## src/rtl/neuron_mac_datapath.sv

```systemverilog
// Purpose : MLP arithmetic stage. It multiplies neuron by weight RAM data, accumulates each output
//           neuron, then rounds, saturates and writes the result back to the neuron RAM.
// Latency : a ctl beat at cycle t with ctl_last produces wr_en in cycle t+MEM_LAT+2, one cycle wide.
// Backpressure: none. The stage accepts one beat per cycle, and bubbles (ctl_valid=0) hold all state.
// Ports   : clk/reset_n (async active-low); ctl_* are per-weight control beats whose RAM addresses
//           are issued in the same cycle; neuron_data/weight_data return MEM_LAT cycles later;
//           wr_en/wr_addr/wr_data form the neuron write port; busy, seq_err (sticky) and mlp_done are status.
// Config  : define MAC_RELU_EN to write negative saturated results as zero (ReLU on every layer).
module neuron_mac_datapath #(
    parameter int DATA_W    = 16,
    parameter int FRAC_BITS = 8,
    parameter int ACC_W     = 40,
    parameter int ADDR_W    = 12,
    parameter int MEM_LAT   = 1
) (
    input  logic                     clk,
    input  logic                     reset_n,
    input  logic                     ctl_valid,
    input  logic                     ctl_first,
    input  logic                     ctl_last,
    input  logic [ADDR_W-1:0]        ctl_addr,
    input  logic                     ctl_done,
    input  logic signed [DATA_W-1:0] neuron_data,
    input  logic signed [DATA_W-1:0] weight_data,
    output logic                     wr_en,
    output logic [ADDR_W-1:0]        wr_addr,
    output logic [DATA_W-1:0]        wr_data,
    output logic                     busy,
    output logic                     seq_err,
    output logic                     mlp_done
);

    typedef struct packed {
        logic              vld;
        logic              first;
        logic              last;
        logic [ADDR_W-1:0] addr;
    } beat_t;

    localparam int PROD_W = 2 * DATA_W;
    localparam logic signed [ACC_W-1:0] RND_C = ACC_W'(1) << (FRAC_BITS - 1);
    localparam logic signed [ACC_W-1:0] MAX_C = (ACC_W'(1) << (DATA_W - 1)) - ACC_W'(1);
    localparam logic signed [ACC_W-1:0] MIN_C = -(ACC_W'(1) << (DATA_W - 1));

    // Beat tags ride alongside the RAM read, so the tail of this line lines up with the returning data.
    beat_t dl_q [MEM_LAT];
    beat_t aligned;
    logic  dl_any_vld;

    // Stage P registers.
    logic                     p_vld_q, p_first_q, p_last_q;
    logic [ADDR_W-1:0]        p_addr_q;
    logic signed [PROD_W-1:0] prod_q;
    logic signed [PROD_W-1:0] prod_d;

    // Stage A state.
    logic signed [ACC_W-1:0]  acc_q, acc_base, acc_next, rnd_sum, rnd;
    logic                     open_q, open_d;
    logic                     seq_err_q, seq_err_d;
    logic [DATA_W-1:0]        sat_val, res_val;
    logic                     wr_en_q;
    logic [ADDR_W-1:0]        wr_addr_q;
    logic [DATA_W-1:0]        wr_data_q;
    logic                     mlp_done_q;

    assign aligned = dl_q[MEM_LAT-1];
    assign prod_d  = neuron_data * weight_data;

    always_comb begin
        dl_any_vld = 1'b0;
        for (int i = 0; i < MEM_LAT; i++) begin
            dl_any_vld = dl_any_vld | dl_q[i].vld;
        end
    end

    always_ff @(posedge clk or negedge reset_n) begin
        if (!reset_n) begin
            for (int i = 0; i < MEM_LAT; i++) begin
                dl_q[i] <= '0;
            end
        end else begin
            dl_q[0] <= '{vld: ctl_valid, first: ctl_first, last: ctl_last, addr: ctl_addr};
            for (int i = 1; i < MEM_LAT; i++) begin
                dl_q[i] <= dl_q[i-1];
            end
        end
    end

    always_ff @(posedge clk or negedge reset_n) begin
        if (!reset_n) begin
            p_vld_q   <= 1'b0;
            p_first_q <= 1'b0;
            p_last_q  <= 1'b0;
            p_addr_q  <= '0;
            prod_q    <= '0;
        end else begin
            p_vld_q <= aligned.vld;
            if (aligned.vld) begin
                p_first_q <= aligned.first;
                p_last_q  <= aligned.last;
                p_addr_q  <= aligned.addr;
                prod_q    <= prod_d;
            end
        end
    end

    // Accumulate, round half-up on the dropped fraction, then clamp to the signed DATA_W range.
    always_comb begin
        acc_base = p_first_q ? '0 : acc_q;
        acc_next = acc_base + {{(ACC_W - PROD_W){prod_q[PROD_W-1]}}, prod_q};
        rnd_sum  = acc_next + RND_C;
        rnd      = rnd_sum >>> FRAC_BITS;
        if (rnd > MAX_C) begin
            sat_val = MAX_C[DATA_W-1:0];
        end else if (rnd < MIN_C) begin
            sat_val = MIN_C[DATA_W-1:0];
        end else begin
            sat_val = rnd[DATA_W-1:0];
        end
`ifdef MAC_RELU_EN
        res_val = sat_val[DATA_W-1] ? '0 : sat_val;
`else
        res_val = sat_val;
`endif
    end

    // A protocol error is flagged, but the beat is still accumulated as written.
    always_comb begin
        open_d    = open_q;
        seq_err_d = seq_err_q;
        if (p_vld_q) begin
            if (p_first_q && open_q)   seq_err_d = 1'b1;
            if (!p_first_q && !open_q) seq_err_d = 1'b1;
            if (p_last_q)              open_d = 1'b0;
            else if (p_first_q)        open_d = 1'b1;
        end
    end

    always_ff @(posedge clk or negedge reset_n) begin
        if (!reset_n) begin
            acc_q      <= '0;
            open_q     <= 1'b0;
            seq_err_q  <= 1'b0;
            wr_en_q    <= 1'b0;
            wr_addr_q  <= '0;
            wr_data_q  <= '0;
            mlp_done_q <= 1'b0;
        end else begin
            if (p_vld_q) begin
                acc_q <= acc_next;
            end
            open_q    <= open_d;
            seq_err_q <= seq_err_d;
            wr_en_q   <= p_vld_q & p_last_q;
            if (p_vld_q && p_last_q) begin
                wr_addr_q <= p_addr_q;
                wr_data_q <= res_val;
            end
            // A beat issued this cycle is not yet in the delay line, so it also blocks completion.
            if (ctl_done && !ctl_valid && !busy && !wr_en_q) begin
                mlp_done_q <= 1'b1;
            end
        end
    end

    assign busy     = dl_any_vld | p_vld_q | open_q;
    assign wr_en    = wr_en_q;
    assign wr_addr  = wr_addr_q;
    assign wr_data  = wr_data_q;
    assign seq_err  = seq_err_q;
    assign mlp_done = mlp_done_q;

endmodule

```

## config.mk

```make
export PLATFORM = sky130hd
export DESIGN_NAME = neuron_mac_datapath
export DESIGN_NICKNAME = d
export VERILOG_FILES = /design/src/rtl/neuron_mac_datapath.sv
export SDC_FILE = /design/constraint.sdc
export NUM_CORES = 1
export LEC_CHECK = 0
export CAP_MARGIN = 20
export CORE_MARGIN = 2
export CORE_UTILIZATION = 47
export CTS_CLUSTER_SIZE = 14
export DETAILED_ROUTE_END_ITERATION = 10
export PLACE_DENSITY = 0.65
export SLEW_MARGIN = 20
export SYNTH_ARGS = -nofsm -noshare
export SYNTH_HDL_FRONTEND = slang
export SYNTH_SLANG_ARGS = --single-unit
```

## constraint.sdc

```tcl
create_clock -name clk -period 6 [get_ports clk]
set_input_delay 0.9 -clock clk [delete_from_list [all_inputs] [get_ports clk]]
set_output_delay 0.9 -clock clk [all_outputs]
set_load 0.005 [all_outputs]
```

# --- Yosys cells after proc, flatten, opt, wreduce, memory -nomap -nowiden ---
# Index checks and enable logic that the tools add are counted.
totals:
  word_cells: 46
  input_bits: 50
  romBits: 0
  latch_bits: 0
  out_inout_bits: 32
  ff_bits: 134
  n_memories: 0
  mem_bits_rw: 0
op_classes:
  div: 0
  bitwise: 3
  addsub: 2
  shift: 0
  n_lt_le_gt_ge: 2
  mux: 7
  n_mul: 1
  reduce_logical: 15
  eq_ne: 0
op_table:
  columns: ["cell", "n"]
  rows:
  - ["$add A40 B40 Y40", 1]
  - ["$add A40 B9 Y40 const B", 1]
  - ["$mux W40", 1]
  - ["$gt A32 B16 Y1 const B", 1]
  - ["$lt A32 B16 Y1 const B", 1]
  - ["$mul A16 B16 Y32", 1]
  - ["$mux W16", 2]
  - ["$logic_and A1 B1 Y1", 6]
  - ["$logic_not A1 Y1", 5]
  - ["$mux W1", 4]
  - ["$reduce_and A2 Y1", 2]
  - ["$reduce_bool A2 Y1", 2]
  - ["$or A1 B1 Y1", 2]
  - ["$and A1 B1 Y1", 1]

# --- Logic depth before layout (Yosys ltp) ---
depth:
  depth_word: 6
  mapped_depth: 26

# --- Worst setup path before layout ---
# Ideal clock, no wire load.
synth_timing:
  path_type: "input-to-reg"
  start: "in weight_data[6]"
  end: "reg prod_q[30]"
  path_buffers: 1
  arrival_time_ns: 7.466
  setup_ns: 0.129
  stages: 24
  path_slack_ns: -1.595
  required_time_ns: 5.871
  cell_sequence: "clkbuf_1 > nand2_1 > fa_1 > fa_1 > inv_1 > fa_1 > fa_1 > inv_1 > fa_1 > fa_1 > inv_1 > ha_1 > a21o_1 > a21o_1 > a21o_1 > a41o_1 > a31oi_1 > o21ai_0 > a221o_1 > a41oi_1 > a21oi_1 > o41ai_1 > mux2i_1 > a2111o_1"
synth_between:
  elab_chain_len: 1
synth_rtl:
  columns: ["element", "line_no", "text"]
  rows:
  - ["start: declaration", "24", "input logic signed [DATA_W-1:0] weight_data,"]
  - ["$mul A16 B16 Y32", "67", "assign prod_d = neuron_data * weight_data;"]
  - ["end signal: assignment", "102", "prod_q <= prod_d;"]
  - ["end: declaration", "53", "logic signed [PROD_W-1:0] prod_q;"]
# Every way passes these cells.
# A chain may end at the register's enable or synchronous reset.

# --- Worst setup path after layout ---
layout_timing:
  start: "in neuron_data[9]"
  end: "reg prod_q[30]"
layout_between:
  elab_chain_len: 1
layout_rtl:
  columns: ["element", "line_no", "text"]
  rows:
  - ["start: declaration", "23", "input logic signed [DATA_W-1:0] neuron_data,"]
  - ["$mul A16 B16 Y32", "67", null]
# Every way passes these cells.

==> results.toml <==
[critical_path]
cp_data_required_time_ns = 6.31
worst-r2r-cell-count = 16
reg2reg_to = "wr_data[2]"
worstPathBufferInverterCount = 5
critical_r2r_launch = "acc_q[0]"
rrSetupSlack_ns = 0.44
data_arrival_critical_path_ns = 7.01
crit_path_max_incr_delay_ns = 0.53
worstSetupPathType = "input port to register"
cell_repeated_most_along_the_worst_path = "fa_1"
worst_path_dominant_cell_family = "adder cells"
crit_fanout = 5
end_kind = "register"
crit_slowest_cell = "fa_1"
worst_setup_path_start_kind = "input port"

[finish]
fin_nets = 2649
areaGrowthSynthToFinish_pct = 20.49
n_fill_cell = 3368
cell_area_after_layout_sq_um = 22390
layout-drive-gt1-share_pct = 20.61
antenna_cells_inserted = 0

[floorplanning]
rows = 72
initial_core_util_pct = 47.85
die_area_sq_um = 41140
floorplan.die.height_um = 202.8
core_sq_um = 38830
die-width_um = 202.8
top_level_ports = 82

[route]
drt_wl_total_mm = 43.94
vias_per_cell = 5.329
route.vias.total = 14630
first_iter_violations = 570
antenna_violation_net_count_after_detailed_routing = 0
detail_route.drc_violations = 0
route.detailed.wl_per_inst_um = 16.01
detail_route.first_pass.iterations = 5

[cts]
htreeDepth = 4
tritoncts = "yes"
hold_buffers = 0
numClockSinks = 134
cts_max_path_buffers = 2
cts_made_buffers = 17
cts-root-buf = "clkbuf_16"
clk-insertion-delay-late_ns = 0.44
clock_transition_at_the_registers_of_the_reported_paths_ns = 0.07

[synth]
avgSynthCellArea_sq_um = 9.332
synth_area_leaders = "fa_1 (28%), dfrtp_1 (18%), ha_1 (8.2%), inv_1 (7.2%), mux2_2 (4.9%)"
ys_types = 89
ys_warn_count = 0
fraction_of_registers_with_async_set_reset_pct = 100.0
postSynthRegisterBits = 134
ys_seq_area_share_pct = 18.05
yosys.area.top_type_share_pct = 28.34
synth_nets = 2426
synth-edff-count = 0
syn-cell-area_sq_um = 18580
synth_top_area_cell = "fa_1"
syn_inst = 1991
dominantRegCellSynth = "dfrtp_1"

[job]
maxCapViolations = 0

[grt]
grt.met2_usage_pct = 41.67
grt_pass1_wl_mm = 76.55
grt.total_usage_pct = 22.95
met3_usage_pct = 3.307
met1_track_usage_gr_pct = 28.48
globalRouteOverflowTotal = 0
vias_in_the_first_global_route = 16120
busiest_layer = "met2"
antenna_found_initial = 0
grt_max_degree = 93

[status]
run_status = "finished with violations"
failing_checks = "setup timing"

[sta]
setup_ws_ns = -0.7062
report.final.hold_viol_count = 0
slew_violations = 0
setup_violations = 12
finalWorstPathRequiredPeriod_ns = 6.706
finalCritPeriodShare_pct = 111.8
fmax_mhz = 149.1
max_slew.worst_pin.slew_ns = 0.8580
worst_skew_ns = 0.01406
timing.slew.headroom_pct = 42.80
rsz0062_at_grt = "true"

[hold_path]
worst_hold_path_type = "register to register"
holdPathStages = 1
timing.hold.worst_endpoint = "seq_err"
min_from = "seq_err"

[placed_design]
placed_area_sq_um = 21200
detailed_place_hpwl_mm = 35.58
place.gp.congestion = 0.8809
io_buffers = 81
layout make-up:
cell class,instances,area (sq um),share of cell area (%)
clock buffers,20,436.7,1.951
flip-flops and latches,134,3356,14.99
multi-input cells,1431,14050,62.76
inverters,356,1336,5.969
repair buffers,274,2359,10.54
clock inverters,12,201.4,0.8999
well taps,518,648.1,2.895
registers in the layout, indices dropped and copies added (netlist names):
name / count
acc_q: 40
prod_q: 32
wr_data: 16
aligned: 14
p_addr_q: 12
wr_addr: 12
dl_any_vld: 1
mlp_done: 1
open_q: 1
p_first_q: 1
p_last_q: 1
p_vld_q: 1
seq_err: 1
wr_en: 1
metrics by stage:
step,worst slack [ns],utilization (%),cells,hold WS [ns],setup TNS (ns)
2_1_floorplan,-0.8845,-,1991,0.3519,-6.056
3_3_place_gp,-1.605,54.61,2694,0.4522,-21.13
3_5_place_dp,-1.650,54.61,2694,0.4555,-21.76
4_1_cts,-0.8691,57.06,2740,0.4710,-5.848
5_1_grt,-0.8539,57.65,2745,0.4916,-7.887
6_report,-0.7062,57.65,2745,0.4634,-5.448
worst reg2reg max path, stage by stage, from the launching register on:
cell       delay [ns]
dfrtp_1          0.38
nor2b_1          0.15
ha_1             0.24
fa_1             0.44
a211oi_1         0.39
o211ai_2         0.21
a41oi_2          0.42
a211oi_1         0.17
o21a_1           0.21
nor4_1           0.55
o2111ai_1        0.44
nor4_4           0.58
nand3_1          0.13
a21oi_1          0.18
o2111ai_1        0.22
o21ai_4          0.52
o22ai_1          0.18
Yosys cell counts (all sizes together), types with 10 or more instances:
| library cell | instances |
|---|---|
| nor2b | 46 |
| o21a | 11 |
| nor3 | 25 |
| clkbuf | 54 |
| a211oi | 16 |
| fa | 263 |
| inv | 355 |
| a21oi | 78 |
| buf | 16 |
| o21ai | 56 |
| a21o | 33 |
| xnor2 | 63 |
| or2 | 11 |
| and2 | 113 |
| xor2 | 17 |
| nand4 | 12 |
| nand2 | 181 |
| and3 | 16 |
| mux2 | 81 |
| o22ai | 16 |
| ha | 122 |
| nand2b | 15 |
| nor2 | 83 |
| dfrtp | 134 |
| nor4 | 10 |
| nand3 | 31 |
layout by cell type (no fill, tap or decap), types with 16 or more instances in the layout:
cell type	instances
buf_4	172
a21o_1	33
nand3_1	30
inv_1	338
buf_6	28
mux2_2	76
clkdlybuf4s50_1	52
nor3_1	24
and2_1	96
nand2_1	170
dfrtp_1	132
fa_1	257
and2_4	16
o21ai_0	45
inv_2	17
xnor2_1	60
xor2_1	16
a21oi_1	70
nor2b_1	46
clkbuf_16	17
ha_1	106
nor2_1	83
logic make-up after synthesis:
group / count (synthesis) / synth area share, %
xor gates and xnor gates: 80 / 3.852
AOI/OAI and AO/OA: 296 / 11.09
DFF: 134 / 18.05
and+or+nand+nor: 581 / 16.38
muxes: 89 / 5.340
adders and majority gates: 385 / 36.55
buffers and inverters: 426 / 8.728
routing by layer:
metal	up-vias	wire (um)
li1	6878	-
met1	7407	18760
met2	268	22670
met3	74	1490
met4	0	1014
met5	-	0
worst max path at each step:
stage	startpoint	endpoint	slack (ns)	cells past startpoint
4_1_cts	weight_data[2]	prod_q[30]	-0.87	26
2_1_floorplan	weight_data[3]	prod_q[30]	-0.88	25
3_5_place_dp	neuron_data[6]	prod_q[30]	-1.65	27
5_1_grt	neuron_data[9]	prod_q[30]	-0.85	25
3_3_place_gp	weight_data[4]	prod_q[30]	-1.60	24
6_report	neuron_data[9]	prod_q[30]	-0.71	25
timing repair:
item / 4_1_cts / 5_1_grt
pin swaps: 83 / 65
endpoints found under the setup margin: 19 / 31
gates resized for setup: 135 / 79
buffers inserted: 15 / 9
Power is left out: the tool's default activity adds up to more than one toggle a clock period on the data nets, which glitch-free logic cannot reach.
